## src/rtl/alu_pkg.sv

```systemverilog
// Shared constants and the one-hot operation vector for rv32_alu.
// Bit OP_SLTU exists always; it is only driven when ALU_SLTU_EN is defined.
package alu_pkg;

  localparam int XLEN    = 32;
  localparam int SHAMT_W = 5;
  localparam logic [XLEN-1:0] PC_STEP = 32'd4;

  localparam int OP_ADD   = 0;
  localparam int OP_SUB   = 1;
  localparam int OP_AND   = 2;
  localparam int OP_OR    = 3;
  localparam int OP_XOR   = 4;
  localparam int OP_SLL   = 5;
  localparam int OP_SRL   = 6;
  localparam int OP_SRA   = 7;
  localparam int OP_SLT   = 8;
  localparam int OP_JALR  = 9;
  localparam int OP_JAL   = 10;
  localparam int OP_AUIPC = 11;
  localparam int OP_LUI   = 12;
  localparam int OP_SLTU  = 13;
  localparam int OP_W     = 14;

  typedef logic [OP_W-1:0] alu_op_t;

endpackage

```

## src/rtl/alu_shifter.sv

```systemverilog
// Combinational barrel shifter for sll/srl/sra.
// Mode is one-hot {sll, srl, sra}; all-zero mode yields zero.
module alu_shifter
  import alu_pkg::*;
(
  input  logic [XLEN-1:0]    a_i,
  input  logic [SHAMT_W-1:0] shamt_i,
  input  logic [2:0]         mode_i,
  output logic [XLEN-1:0]    y_o
);

  // pick the shift flavour; sll wins if several are set
  always_comb begin
    y_o = '0;
    priority case (1'b1)
      mode_i[2]: y_o = a_i << shamt_i;
      mode_i[1]: y_o = a_i >> shamt_i;
      mode_i[0]: y_o = $unsigned($signed(a_i) >>> shamt_i);
      default:   y_o = '0;
    endcase
  end

endmodule

```

## src/rtl/rv32_alu.sv

```systemverilog
// RV32I execute-stage ALU with a registered result.
// Optional macro ALU_SLTU_EN adds the sltu_en strobe (lowest priority).
module rv32_alu #(
  parameter int XLEN = 32
) (
  input  logic            clk,
  input  logic            rst_n,
  input  logic [XLEN-1:0] pc_in,
  input  logic [XLEN-1:0] src1_data,
  input  logic [XLEN-1:0] src2_data,
  input  logic [XLEN-1:0] imm_val,
  input  logic            imm_sel,
  input  logic            add_en,
  input  logic            sub_en,
  input  logic            and_en,
  input  logic            or_en,
  input  logic            xor_en,
  input  logic            sll_en,
  input  logic            srl_en,
  input  logic            sra_en,
  input  logic            slt_en,
`ifdef ALU_SLTU_EN
  input  logic            sltu_en,
`endif
  input  logic            jalr_en,
  input  logic            jal_en,
  input  logic            auipc_en,
  input  logic            lui_en,
  output logic [XLEN-1:0] result_out
);

  import alu_pkg::*;

  alu_op_t         op;
  logic [XLEN-1:0] opa;
  logic [XLEN-1:0] opb;
  logic [XLEN-1:0] shf;
  logic [XLEN-1:0] result_d;
  logic [XLEN-1:0] result_q;
  logic            sltu_bit;

`ifdef ALU_SLTU_EN
  assign sltu_bit = sltu_en;
`else
  assign sltu_bit = 1'b0;
`endif

  // gather the strobes into the one-hot op vector
  always_comb begin
    op            = '0;
    op[OP_ADD]    = add_en;
    op[OP_SUB]    = sub_en;
    op[OP_AND]    = and_en;
    op[OP_OR]     = or_en;
    op[OP_XOR]    = xor_en;
    op[OP_SLL]    = sll_en;
    op[OP_SRL]    = srl_en;
    op[OP_SRA]    = sra_en;
    op[OP_SLT]    = slt_en;
    op[OP_JALR]   = jalr_en;
    op[OP_JAL]    = jal_en;
    op[OP_AUIPC]  = auipc_en;
    op[OP_LUI]    = lui_en;
    op[OP_SLTU]   = sltu_bit;
  end

  assign opa = src1_data;
  assign opb = imm_sel ? imm_val : src2_data;

  alu_shifter u_shf (
    .a_i     (opa),
    .shamt_i (opb[SHAMT_W-1:0]),
    .mode_i  ({op[OP_SLL], op[OP_SRL], op[OP_SRA]}),
    .y_o     (shf)
  );

  // fixed-priority result select; several strobes may be set at once
  always_comb begin
    result_d = '0;
    priority case (1'b1)
      op[OP_LUI]:   result_d = imm_val;
      op[OP_AUIPC]: result_d = pc_in + imm_val;
      op[OP_JAL]:   result_d = pc_in + PC_STEP;
      op[OP_JALR]:  result_d = pc_in + PC_STEP;
      op[OP_ADD]:   result_d = opa + opb;
      op[OP_SUB]:   result_d = opa - opb;
      op[OP_AND]:   result_d = opa & opb;
      op[OP_OR]:    result_d = opa | opb;
      op[OP_XOR]:   result_d = opa ^ opb;
      op[OP_SLL]:   result_d = shf;
      op[OP_SRL]:   result_d = shf;
      op[OP_SRA]:   result_d = shf;
      op[OP_SLT]:
        result_d = {{(XLEN-1){1'b0}},
                    $signed(opa) < $signed(opb)};
      op[OP_SLTU]:
        result_d = {{(XLEN-1){1'b0}}, opa < opb};
      default:      result_d = '0;
    endcase
  end

  // capture the result; synchronous reset clears it
  always_ff @(posedge clk) begin
    if (!rst_n) result_q <= '0;
    else        result_q <= result_d;
  end

  assign result_out = result_q;

endmodule

```

## config.mk

```make
export PLATFORM = sky130hd
export DESIGN_NAME = rv32_alu
export DESIGN_NICKNAME = d
export VERILOG_FILES = /design/src/rtl/alu_pkg.sv /design/src/rtl/alu_shifter.sv /design/src/rtl/rv32_alu.sv
export SDC_FILE = /design/constraint.sdc
export NUM_CORES = 1
export LEC_CHECK = 0
export BUFFER_PORTS_ARGS = -buffer_cell sky130_fd_sc_hd__buf_2
export CORE_ASPECT_RATIO = 2
export CORE_MARGIN = 2
export CORE_UTILIZATION = 35
export CTS_CLUSTER_DIAMETER = 100
export DETAILED_ROUTE_END_ITERATION = 7
export GPL_TIMING_DRIVEN = 0
export SLEW_MARGIN = 10
export SYNTH_ARGS = -nofsm -noshare
export SYNTH_HDL_FRONTEND = slang
export SYNTH_SLANG_ARGS = --single-unit
```

## constraint.sdc

```tcl
create_clock -name clk -period 4.15 [get_ports clk]
set_clock_uncertainty 0.1 [all_clocks]
set_input_delay 0.2075 -clock clk [delete_from_list [all_inputs] [get_ports clk]]
set_output_delay 0.2075 -clock clk [all_outputs]
set_load 0.005 [all_outputs]
```

# [Word-level counts from Yosys, hierarchy flattened]
# Index checks and enable logic that the tools add are counted.
[classes] n_addsub=4 magnitude_cmp=1 shifts=3 mux=16 bitwise=3
[op_table] cell="32-bit 2-to-1 mux" n=15
[op_table] cell="32-bit adder" n=2
[op_table] cell="32-bit by 3-bit adder with 32-bit output (second input constant)" n=1
[op_table] cell="32-bit AND" n=1
[op_table] cell="32-bit less-than comparator" n=1
[op_table] cell="32-bit OR" n=1
[op_table] cell="32-bit by 5-bit << shifter with 32-bit output" n=1
[op_table] cell="32-bit by 5-bit >> shifter with 32-bit output" n=1
[op_table] cell="32-bit by 5-bit >>> shifter with 32-bit output" n=1
[op_table] cell="32-bit subtractor" n=1
[op_table] cell="32-bit bitwise XOR" n=1
[op_table] cell="1-bit 2-to-1 mux" n=1
[word_totals] reg_bits=32 input_bits=144 output_inout_bits=32 elab_cells=28

# [Depth between registers and ports, before layout]
# Gate-level depths: netlist of the first run.
[logic_depth] ltp_word=16 ltp_mapped=19 ltp_nobuf=15

# [Cells and area by module]
# From an unflattened synthesis of the first run, not the netlist that was laid out.
[unflattened] hier_cells=2013 area_unflattened_um2=14749.1
[by_module_without_submodules] module="rv32_alu" instances=1 cells_each=1398 area_each_um2=9731.8 seq_area_each_um2=640.6
[by_module_without_submodules] module="alu_shifter" instances=1 cells_each=615 area_each_um2=5017.3 seq_area_each_um2=0.0

# [Least setup slack after synthesis of the first run]
# No wires, ideal clock.
[synth_timing] kind="input -> register" from="in imm_sel" to="reg result_q[10], in the netlist result_out[10]" setup_ns=0.116 t_arrival_ns=3.891 t_required_ns=3.934 setup_slack_ns=0.043 cell_stages=17 n_path_buf=5 path_cell_list="mux2i_2 buf_4 buf_2 buf_2 buf_1 ha_1 buf_2 nor2b_1 o31a_1 o41a_1 o211ai_1 nand2_1 a221o_1 a21oi_1 o31ai_1 a221o_1 o211a_1"
[synth_via] elab_chain_cells=16 word_cells_on_any_way=23 classes_between="add/sub: 2; shift: 3; mux: 15; bitwise: 3"
[synth_lines] element="from (decl)" line_no="rv32_alu.sv:12" rtl="input logic imm_sel,"
[synth_lines] element="32-bit 2-to-1 mux *" line_no="rv32_alu.sv:68" rtl="assign opb = imm_sel ? imm_val : src2_data;"
[synth_lines] element="32-bit by 5-bit >>> shifter with 32-bit output / 32-bit by 5-bit >> shifter with 32-bit output (equally long branches)" line_no="alu_shifter.sv:18, alu_shifter.sv:17"
[synth_lines] element="32-bit 2-to-1 mux (2 in a row)" line_no="alu_shifter.sv:15" rtl="priority case (1'b1)"
[synth_lines] element="32-bit 2-to-1 mux (7 in a row)" line_no="rv32_alu.sv:80" rtl="priority case (1'b1)"
[synth_lines] element="32-bit 2-to-1 mux * (5 in a row)" line_no="rv32_alu.sv:80"
[synth_lines] element="to (signal assigned)" line_no="rv32_alu.sv:105" rtl="else result_q <= result_d;"
[synth_lines] element="to (decl)" line_no="rv32_alu.sv:39" rtl="logic [XLEN-1:0] result_q;"
# Mark *: on every way between the ends. The rest lies on a longest branch, timed or not.
# A chain may end at the register's enable or synchronous reset.

# [Final worst setup path of the first run]
[layout_timing] from="in imm_sel" to="reg result_q[13], in the netlist result_out[13]"
# The elaborated chain is that of the path after synthesis.

==> results of run 1 <==
power groups by stage:
stage	registers, mW	logic, mW	clock network [mW]
2_1_floorplan	0.357	1.50	0
3_3_place_gp	0.353	2.52	0
3_5_place_dp	0.352	2.51	0
4_1_cts	0.346	2.68	0.460
5_1_grt	0.349	3.00	0.476
6_report	0.347	2.89	0.471
cell families after synthesis:
logic type,after synthesis,synth area share
AO/OA/AOI/OAI,691,0.345
AND/OR/NAND/NOR,539,0.185
buffers and inverters,252,0.0782
multiplexers,156,0.162
adder cells (fa/ha/maj),132,0.127
XOR/XNOR,83,0.0550
flip-flops,32,0.0484
cells in the mapped netlist (all sizes together) (21+ instances only):
cell,instances
inv,113
mux2i,108
clkbuf,90
xor2,21
nor3,34
dfxtp,32
buf,42
nor2,143
nand3,49
ha,129
mux4,45
a21o,25
a31oi,37
o211ai,39
o21ai,145
a21oi,184
o22ai,25
nand2,198
a211oi,37
xnor2,62
area by class of cell:
cell class	count	area [µm²]	area share
buffer	124	827	0.0514
sequential	32	641	0.0398
clock buffer	6	129	0.00801
inverter	120	477	0.0296
tap	459	574	0.0357
antenna	1	2.50	0.000156
clock inverter	2	35.0	0.00218
multi-input combinational	1601	12300	0.763
timing repair buffer	201	1130	0.0702
routing by layer:
metal  share of wire  GRT usage  vias up
li1                -          -     7520
met1            0.31      0.426     8438
met2            0.48      0.784     1184
met3           0.067     0.0859      488
met4            0.14      0.509        0
met5               0          0        -
worst min-delay path: stages:
cell      delay (ps)
buf_2            130
nand2_1           60
a221oi_1          60
worst max path at each step:
stage | slack, ps | cells after the start | from | endpoint
after floorplan | 40 | 17 | imm_sel | result_out[10]
after global placement | -4240 | 18 | imm_sel | result_out[0]
after detailed placement | -3830 | 18 | imm_sel | result_out[0]
after CTS | -30 | 19 | imm_sel | result_out[0]
after global routing | -60 | 20 | imm_sel | result_out[0]
final | -120 | 14 | imm_sel | result_out[13]
cell usage in the layout, fill, tap and decap left out, drive strengths merged, types with 18 or more instances in the layout:
cell and n:
a211oi 37, a21o 25, a21oi 184, a221oi 18
a311oi 18, a31oi 37, buf 243, clkbuf 87
dfxtp 32, ha 129, inv 112, mux2i 108
mux4 45, nand2 198, nand3 49, nor2 143
nor3 34, o211ai 39, o21ai 145, o221ai 20
o22ai 25, o31ai 18, xnor2 62, xor2 21
what timing repair did:
| action | 4_1_cts | 5_1_grt |
|---|---|---|
| setup buffers | 19 | 10 |
| pin swaps | 21 | 19 |
| gates resized for setup | 166 | 84 |
| endpoints found under the setup margin | 32 | 23 |
through the flow:
stage / std cells / power, mW
CTS: 2538 / 3.49
floorplan: 1885 / 1.86
global placement: 2516 / 2.87
global route: 2545 / 3.82
detailed placement: 2516 / 2.86
finish: 2546 / 3.71
==> tab_implementation.tex, run 1 <==
\begin{tabular}{lr}
\hline
Metric & Value \\
\hline
\multicolumn{2}{l}{\textbf{Timing}} \\
Setup repair after global routing missed its margin & yes \\
Final max-slew violation count & 0 \\
Final TNS setup & -332 ps \\
Slew at the pin closest to its max-slew limit & 1440 ps \\
Relative slew slack & 0.0279 \\
Final setup fails & 6 \\
Achievable clock frequency & 234 MHz \\
Final Hold Vio Count & 0 \\
Minimum hold slack & 93.2 ps \\
Min Tclk post-route & 4270 ps \\
Portion of the clock cycle consumed by the worst path in the final layout & 1.03 \\
Final WS setup & -121 ps \\
\multicolumn{2}{l}{\textbf{Pwr}} \\
Internal Pwr Total & 1.61 mW \\
Net switching component of the power & 2.10 mW \\
Net switching fraction of the power & 0.566 \\
Worst-case vdd ir drop & 0.000266 V \\
Clk pwr share & 0.127 \\
Relative contribution of sequential cells to total power & 0.093 \\
Pwr per Cell Area & 231 nW/µm² \\
Lkg Pwr & 6.57 nW \\
Combinational share of power & 0.780 \\
\multicolumn{2}{l}{\textbf{GRT}} \\
GRT Resource Usage Total & 0.458 \\
Total overflow reported by the global router & 0 \\
Via count of the first global-routing pass & 17744 \\
Global-route wire length before repair & 129 mm \\
Initial antenna violation count & 1 \\
Pin count of the biggest net entering global routing & 20 \\
\multicolumn{2}{l}{\textbf{Cells and area}} \\
Fill cell total of the finished layout & 3977 \\
P\&R area growth vs syn & 21.7\% \\
Final core utilization & 0.431 \\
Flip-flop count of the largest register, all copies and words added & 32 \\
Final instance area & 16100 µm² \\
NumNets Final & 2361 \\
Fraction of final layout cells sized beyond drive strength 1 & 0.203 \\
\multicolumn{2}{l}{\textbf{Placement}} \\
Placer's final routability congestion estimate & 1.12 \\
\# port buffers & 172 \\
Detail Placement HPWL & 75.6 mm \\
Cell area after placement & 14700 µm² \\
Placement-stage worst setup slack & -3830 ps \\
\multicolumn{2}{l}{\textbf{Setup path}} \\
Standard cell with the maximum stage delay on the critical path & mux2i\_2 \\
Maximum cell stage delay along the critical path & 750 ps \\
Endpoint class of the critical path & register \\
CP dominant cell by count & buf\_2 \\
Top delay family on crit path & multiplexers \\
CP Cell Sequence & buf\_2 -> mux2i\_4 -> buf\_4 -> buf\_4 -> buf\_2 -> buf\_2 -> mux4\_2 -> mux2i\_2 -> nor2\_1 -> a21oi\_1 -> o211ai\_1 -> o2111ai\_1 -> a221o\_1 -> o22ai\_1 \\
Number of buffer and inverter stages on the critical path & 5 \\
Crit start category & primary input \\
CP required & 4210 ps \\
Class of the most critical setup path & primary input to register \\
Largest fanout on the critical path & 10 \\
Arrival @ worst endpoint & 4330 ps \\
\multicolumn{2}{l}{\textbf{Flow run}} \\
Max-cap violations & 0 \\
\multicolumn{2}{l}{\textbf{Route}} \\
Average vias per placed instance & 6.92 \\
Post-detailed-route DRC marker count & 0 \\
Routed via count & 17630 \\
Pre-Repair DR Iteration Count & 6 \\
DRT iter0 DRCs & 1704 \\
Final routed wire length divided by cell count & 36.2 µm \\
Antenna Nets Post-Route & 0 \\
Routed Wire Length & 92.3 mm \\
\multicolumn{2}{l}{\textbf{Logic synthesis}} \\
Post-Synthesis Net Count & 2161 \\
Syn Area/Cell & 7.01 µm² \\
Netlist cell types & 85 \\
Synth Flop Type & dfxtp\_1 \\
Synth Register Bits & 32 \\
Number of warnings reported in the yosys synthesis log & 0 \\
Top post-synthesis cells by area & ha\_1, mux2i\_1, mux4\_2 \\
Sequential share of the synthesized area & 0.0484 \\
Post-synth EDFFs & 0 \\
Cell type with the largest total area after synthesis & ha\_1 \\
Mapped Cells & 1885 \\
Cell area after synthesis & 13200 µm² \\
Proportion of synthesized flip-flops having asynchronous set or reset & 0 \\
Portion of synthesized cell area occupied by the leading cell type & 0.122 \\
\multicolumn{2}{l}{\textbf{Clock tree}} \\
CTS tree & done \\
CTS sink count & 32 \\
H-tree depth & 2 \\
Number of buffers created by CTS & 5 \\
Post-CTS clock slew at the launch and capture registers of the worst setup and hold paths & 70 ps \\
CTS Hold Bufs & 0 \\
CTS max path bufs & 2 \\
Root buffer cell & clkbuf\_16 \\
\multicolumn{2}{l}{\textbf{Floorplanning}} \\
Area of the core & 37300 µm² \\
Initial Util & 0.355 \\
I/O pin count & 176 \\
DIE HEIGHT & 279 µm \\
Die Wd & 141 µm \\
Die ar. & 39400 µm² \\
Number of placement rows & 100 \\
\multicolumn{2}{l}{\textbf{Hold path}} \\
Number of cells traversed by the worst hold path & 3 \\
Hold Crit Start & imm\_val[17] \\
Endpoint, Worst Hold & result\_out[17] \\
Hold crit path type & primary input to register \\
\multicolumn{2}{l}{\textbf{Status}} \\
Failing checks & setup timing \\
Run status & finished, violations left \\
\hline
\end{tabular}
No activity file was read; power rests on OpenSTA's default activity.
==> run 2, diff against run 1 <==
--- a/config.mk
+++ b/config.mk
@@ -12,7 +12,7 @@
 export CTS_CLUSTER_DIAMETER = 100
 export DETAILED_ROUTE_END_ITERATION = 7
 export GPL_TIMING_DRIVEN = 0
-export SLEW_MARGIN = 10
+export SKIP_CTS_REPAIR_TIMING = 1
 export SYNTH_ARGS = -nofsm -noshare
 export SYNTH_HDL_FRONTEND = slang
 export SYNTH_SLANG_ARGS = --single-unit
==> tab_implementation.tex, run 2 (synthesis results as in run 1) <==
\begin{tabular}{lr}
\hline
Metric & Value \\
\hline
\multicolumn{2}{l}{\textbf{Cells and area}} \\
Flip-flop count of the largest register, all copies and words added & 32 (unchanged) \\
Most common library cell in the layout ignoring fill and taps & nand2\_1 (unchanged) \\
Most frequent cells in the layout & nand2\_1, buf\_2, a21oi\_1, nor2\_1, o21ai\_0 (unchanged) \\
Diode insertion count for antenna repair & 0 (was 1) \\
P\&R area growth vs syn & 21.8\% (was 21.7\%) \\
NumNets Final & 2370 (was 2361) \\
Fraction of final layout cells sized beyond drive strength 1 & 0.201 (was 0.203) \\
Final instance area & 16100 µm² (about the same) \\
\multicolumn{2}{l}{\textbf{Timing}} \\
Minimum hold slack & 85.8 ps (was 93.2 ps) \\
Portion of the clock cycle consumed by the worst path in the final layout & 1.02 (was 1.03) \\
Min Tclk post-route & 4240 ps (was 4270 ps) \\
Final WS setup & -90.9 ps (was -121 ps) \\
Achievable clock frequency & 236 MHz (was 234 MHz) \\
Slew at the pin closest to its max-slew limit & 1540 ps (was 1440 ps) \\
Final Hold Vio Count & 0 (unchanged) \\
Relative slew slack & -0.0392 (was 0.0279) \\
Final setup fails & 3 (was 6) \\
Final max-slew violation count & 3 (was 0) \\
\multicolumn{2}{l}{\textbf{Setup path}} \\
Critical path origin & src1\_data[31] (was imm\_sel) \\
Standard cell with the maximum stage delay on the critical path & o21ai\_0 (was mux2i\_2) \\
Crit start category & primary input (unchanged) \\
CP endpoint & result\_out[1] (was result\_out[13]) \\
Largest fanout on the critical path & 10 (unchanged) \\
CP dominant cell by count & o21ai\_0 (was buf\_2) \\
Maximum cell stage delay along the critical path & 790 ps (was 750 ps) \\
Endpoint class of the critical path & register (unchanged) \\
Class of the most critical setup path & primary input to register (unchanged) \\
CP required & 4280 ps (was 4210 ps) \\
CP Cell Sequence & buf\_2 -> clkbuf\_1 -> o21ai\_0 -> o221ai\_2 -> a21oi\_1 -> o21ai\_1 -> a31oi\_1 -> nor3\_1 -> o221ai\_1 -> o21ai\_0 (was buf\_2 -> mux2i\_4 -> buf\_4 -> buf\_4 -> buf\_2 -> buf\_2 -> mux4\_2 -> mux2i\_2 -> nor2\_1 -> a21oi\_1 -> o211ai\_1 -> o2111ai\_1 -> a221o\_1 -> o22ai\_1) \\
Arrival @ worst endpoint & 4370 ps (was 4330 ps) \\
\multicolumn{2}{l}{\textbf{Route}} \\
Routed Wire Length & 92.5 mm (was 92.3 mm) \\
Final routed wire length divided by cell count & 36.2 µm (about the same) \\
Antenna Nets Post-Route & 0 (unchanged) \\
Average vias per placed instance & 6.91 (was 6.92) \\
Routed via count & 17639 (was 17630) \\
DRT iter0 DRCs & 1866 (was 1704) \\
Pre-Repair DR Iteration Count & 6 (unchanged) \\
Post-detailed-route DRC marker count & 0 (unchanged) \\
\multicolumn{2}{l}{\textbf{Placement}} \\
Placer's final routability congestion estimate & 1.12 (unchanged) \\
\# port buffers & 172 (unchanged) \\
Placement-stage worst setup slack & -4130 ps (was -3830 ps) \\
Cell area after placement & 14700 µm² (about the same) \\
Detail Placement HPWL & 75.7 mm (was 75.6 mm) \\
\multicolumn{2}{l}{\textbf{GRT}} \\
GRT Resource Usage Total & 0.456 (was 0.458) \\
Global-route wire length before repair & 128 mm (was 129 mm) \\
Via count of the first global-routing pass & 17418 (was 17744) \\
Initial antenna violation count & 0 (was 1) \\
Pin count of the biggest net entering global routing & 13 (was 20) \\
Total overflow reported by the global router & 0 (unchanged) \\
\multicolumn{2}{l}{\textbf{Clock tree}} \\
Number of buffers created by CTS & 5 (unchanged) \\
H-tree depth & 2 (unchanged) \\
CTS tree & done (unchanged) \\
Root buffer cell & clkbuf\_16 (unchanged) \\
CTS max path bufs & 2 (unchanged) \\
Post-CTS clock slew at the launch and capture registers of the worst setup and hold paths & 70 ps (about the same) \\
CTS sink count & 32 (unchanged) \\
\multicolumn{2}{l}{\textbf{Status}} \\
Run status & finished, violations left (unchanged) \\
Failing checks & capacitance limit, slew limit, setup timing (was setup timing) \\
\multicolumn{2}{l}{\textbf{Floorplanning}} \\
Initial Util & 0.355 (unchanged) \\
Die ar. & 39400 µm² (unchanged) \\
Die Wd & 141 µm (unchanged) \\
I/O pin count & 176 (unchanged) \\
DIE HEIGHT & 279 µm (unchanged) \\
Number of placement rows & 100 (unchanged) \\
Area of the core & 37300 µm² (unchanged) \\
\multicolumn{2}{l}{\textbf{Pwr}} \\
Lkg Pwr & 6.59 nW (was 6.57 nW) \\
Worst-case vdd ir drop & 0.000187 V (was 0.000266 V) \\
Pwr per Cell Area & 228 nW/µm² (was 231 nW/µm²) \\
\multicolumn{2}{l}{\textbf{Hold path}} \\
Hold crit path type & primary input to register (unchanged) \\
\multicolumn{2}{l}{\textbf{Flow run}} \\
Max-cap violations & 1 (was 0) \\
\hline
\end{tabular}
[run 2: layout make-up]
class | count | area, µm²
clock buffer | 8 | 146
tap | 459 | 574
sequential | 32 | 641
inverter | 120 | 469
fill | 3943 | 21200
buffer | 126 | 826
timing repair buffer | 208 | 1200
multi-input combinational | 1601 | 12200
[run 2: worst min path at each step]
| stage | cells after the start | slack [ps] | startpoint | endpoint |
|---|---|---|---|---|
| after floorplan | 2 | 250 | imm_val[26] | result_out[26] |
| after global placement | 2 | 400 | imm_val[10] | result_out[10] |
| after detailed placement | 2 | 400 | imm_val[10] | result_out[10] |
| after CTS | 3 | 80 | imm_val[17] | result_out[17] |
| after global routing | 2 | 100 | imm_val[10] | result_out[10] |
| final | 3 | 90 | imm_val[17] | result_out[17] |
[run 2: report_power, final]
part | switching (mW) | internal, mW | total (mW)
combinational | 1.90 | 0.986 | 2.89
sequential | 0.00819 | 0.338 | 0.347
clock | 0.190 | 0.241 | 0.431
[run 2: worst max-delay path, delay by kind of cell]
kind,cells,cell delay (ps)
buffers and inverters,2,910
AOI/OAI and AO/OA,7,2810
and+or+nand+nor,1,410
[run 2: routing by layer]
metal | up-vias | share of wire | global-route usage
li1 | 7531 | - | -
met1 | 8394 | 0.31 | 0.429
met2 | 1220 | 0.48 | 0.780
met3 | 494 | 0.065 | 0.0803
met4 | 0 | 0.14 | 0.509
met5 | - | 0 | 0
[run 2: per-stage QoR]
stage	utilization	total power, mW	std cells	setup TNS, ps
global route	0.432	3.78	2554	-300
floorplan	-	1.86	1885	0
CTS	0.397	3.29	2524	-66450
detailed placement	0.393	2.86	2516	-76270
finish	0.432	3.67	2554	-187
global placement	0.393	2.87	2516	-79610
==> run 3, diff against run 2 <==
--- a/config.mk
+++ b/config.mk
@@ -6,7 +6,6 @@
 export NUM_CORES = 1
 export LEC_CHECK = 0
 export BUFFER_PORTS_ARGS = -buffer_cell sky130_fd_sc_hd__buf_2
-export CORE_ASPECT_RATIO = 2
 export CORE_MARGIN = 2
 export CORE_UTILIZATION = 35
 export CTS_CLUSTER_DIAMETER = 100
==> tab_implementation.tex, run 3 (synthesis results as in run 1) <==
\begin{tabular}{lr}
\hline
Metric & Value \\
\hline
\multicolumn{2}{l}{\textbf{Floorplanning}} \\
Initial Util & 0.354 (was 0.355) \\
I/O pin count & 176 (unchanged) \\
Area of the core & 37400 µm² (was 37300 µm²) \\
Number of placement rows & 71 (was 100) \\
Die Wd & 198 µm (was 141 µm) \\
Die ar. & 39400 µm² (about the same) \\
DIE HEIGHT & 198 µm (was 279 µm) \\
\multicolumn{2}{l}{\textbf{Cells and area}} \\
Final core utilization & 0.430 (was 0.432) \\
NumNets Final & 2374 (was 2370) \\
Number of standard cells in the final layout excluding fillers & 2611 (was 2554) \\
Flip-flop count of the largest register, all copies and words added & 32 (unchanged) \\
Final instance area & 16100 µm² (about the same) \\
Most common library cell in the layout ignoring fill and taps & nand2\_1 (unchanged) \\
Fraction of final layout cells sized beyond drive strength 1 & 0.199 (was 0.201) \\
Most frequent cells in the layout & nand2\_1, buf\_2, a21oi\_1, nor2\_1, o21ai\_0 (unchanged) \\
P\&R area growth vs syn & 21.7\% (was 21.8\%) \\
\multicolumn{2}{l}{\textbf{GRT}} \\
GRT Resource Usage Total & 0.414 (was 0.456) \\
Via count of the first global-routing pass & 16361 (was 17418) \\
Global-route wire length before repair & 117 mm (was 128 mm) \\
Total overflow reported by the global router & 0 (unchanged) \\
Pin count of the biggest net entering global routing & 13 (unchanged) \\
Initial antenna violation count & 4 (was 0) \\
\multicolumn{2}{l}{\textbf{Timing}} \\
Portion of the clock cycle consumed by the worst path in the final layout & 1.02 (about the same) \\
Final WS setup & -66.8 ps (was -90.9 ps) \\
Relative slew slack & 0.138 (was -0.0392) \\
Final max-slew violation count & 0 (was 3) \\
Achievable clock frequency & 237 MHz (was 236 MHz) \\
Setup repair after global routing missed its margin & yes \\
Slew at the pin closest to its max-slew limit & 1290 ps (was 1540 ps) \\
Final Hold Vio Count & 0 (unchanged) \\
Minimum hold slack & 97.1 ps (was 85.8 ps) \\
Min Tclk post-route & 4220 ps (was 4240 ps) \\
Final setup fails & 1 (was 3) \\
\multicolumn{2}{l}{\textbf{Clock tree}} \\
CTS sink count & 32 (unchanged) \\
CTS tree & done (unchanged) \\
Root buffer cell & clkbuf\_16 (unchanged) \\
H-tree depth & 2 (unchanged) \\
Post-CTS clock slew at the launch and capture registers of the worst setup and hold paths & 60 ps (was 70 ps) \\
CTS max path bufs & 2 (unchanged) \\
Number of buffers created by CTS & 5 (unchanged) \\
\multicolumn{2}{l}{\textbf{Pwr}} \\
Lkg Pwr & 6.59 nW (about the same) \\
Worst-case vdd ir drop & 0.000186 V (was 0.000187 V) \\
Pwr per Cell Area & 224 nW/µm² (was 228 nW/µm²) \\
\multicolumn{2}{l}{\textbf{Setup path}} \\
Largest fanout on the critical path & 10 (unchanged) \\
CP Cell Sequence & buf\_2 -> buf\_12 -> mux2i\_4 -> buf\_4 -> buf\_6 -> buf\_2 -> mux2i\_1 -> nor2\_1 -> a21oi\_1 -> o21ai\_0 -> a21oi\_2 -> o221ai\_1 -> a311oi\_1 -> a211oi\_1 -> o221a\_2 (was buf\_2 -> clkbuf\_1 -> o21ai\_0 -> o221ai\_2 -> a21oi\_1 -> o21ai\_1 -> a31oi\_1 -> nor3\_1 -> o221ai\_1 -> o21ai\_0) \\
CP dominant cell by count & buf\_2 (was o21ai\_0) \\
Endpoint class of the critical path & register (unchanged) \\
Crit start category & primary input (unchanged) \\
Standard cell with the maximum stage delay on the critical path & a311oi\_1 (was o21ai\_0) \\
Arrival @ worst endpoint & 4310 ps (was 4370 ps) \\
CP required & 4240 ps (was 4280 ps) \\
Class of the most critical setup path & primary input to register (unchanged) \\
Maximum cell stage delay along the critical path & 600 ps (was 790 ps) \\
\multicolumn{2}{l}{\textbf{Route}} \\
Routed Wire Length & 84.6 mm (was 92.5 mm) \\
Average vias per placed instance & 6.81 (was 6.91) \\
DRT iter0 DRCs & 2545 (was 1866) \\
Final routed wire length divided by cell count & 32.4 µm (was 36.2 µm) \\
Post-detailed-route DRC marker count & 0 (unchanged) \\
Antenna Nets Post-Route & 0 (unchanged) \\
Pre-Repair DR Iteration Count & 6 (unchanged) \\
Routed via count & 17777 (was 17639) \\
\multicolumn{2}{l}{\textbf{Placement}} \\
\# port buffers & 172 (unchanged) \\
Cell area after placement & 14700 µm² (about the same) \\
Placer's final routability congestion estimate & 1.05 (was 1.12) \\
Detail Placement HPWL & 67.3 mm (was 75.7 mm) \\
Cell count after placement & 2568 (was 2516) \\
\multicolumn{2}{l}{\textbf{Status}} \\
Failing checks & setup timing (was capacitance limit, slew limit, setup timing) \\
Run status & finished, violations left (unchanged) \\
\multicolumn{2}{l}{\textbf{Hold path}} \\
Hold crit path type & primary input to register (unchanged) \\
Endpoint, Worst Hold & result\_out[10] (was result\_out[17]) \\
Number of cells traversed by the worst hold path & 2 (was 3) \\
Hold Crit Start & imm\_val[10] (was imm\_val[17]) \\
\multicolumn{2}{l}{\textbf{Flow run}} \\
Max-cap violations & 0 (was 1) \\
\hline
\end{tabular}
[run 3: cell types whose count changed in the layout (fill, tap and decap cells not counted), moves of 3 or more]
cell	delta
buf_4	+5
buf_12	-3
buf_2	+3
buf_6	+3
clkbuf_4	-3
ha_2	+3
[run 3: worst max path at each step]
| stage | startpoint | slack [ps] | depth (start not counted) | endpoint |
|---|---|---|---|---|
| 2_1_floorplan | imm_sel | 40 | 17 | result_out[10] |
| 5_1_grt | imm_sel | -40 | 17 | result_out[25] |
| 6_report | imm_sel | -70 | 15 | result_out[4] |
| 3_3_place_gp | imm_sel | -3440 | 18 | result_out[0] |
| 4_1_cts | imm_sel | -3050 | 18 | result_out[0] |
| 3_5_place_dp | imm_sel | -3320 | 18 | result_out[0] |
[run 3: per-stage QoR]
stage          setup slack, ps  TNS (ps)  total power [mW]
4_1_cts                  -3050    -54560              3.25
3_5_place_dp             -3320    -63980              2.79
6_report                 -66.8     -66.8              3.60
3_3_place_gp             -3440    -66820              2.81
2_1_floorplan             42.6         0              1.86
5_1_grt                  -44.2      -170              3.73
[run 3: cell type report]
cell class	count	area (µm²)
multi-input cells	1602	12200
plain buffers	124	792
inverters	120	470
flip-flops and latches	32	641
clock buffers	6	129
well taps	511	639
repair buffers	213	1210
fillers	4025	21300
diodes	1	2.50
clock inverters	2	35.0
[run 3: per-layer routing]
metal	wire, µm	GRT usage
met5	30	0
met4	3670	0.162
met3	11800	0.146
met2	35400	0.615
met1	33800	0.545
[run 3: worst max-delay path: cells and delay by family]
family / cells / cell delay, ps
AOI/OAI and AO/OA: 7 / 2370
buffers and inverters: 5 / 1020
muxes: 2 / 630
and+or+nand+nor: 1 / 60
[run 3: where the power goes]
part	switching [mW]	leakage, nW	internal [mW]
registers	0.00923	0.267	0.339
clock network	0.168	0.0808	0.283
logic	1.83	6.24	0.973
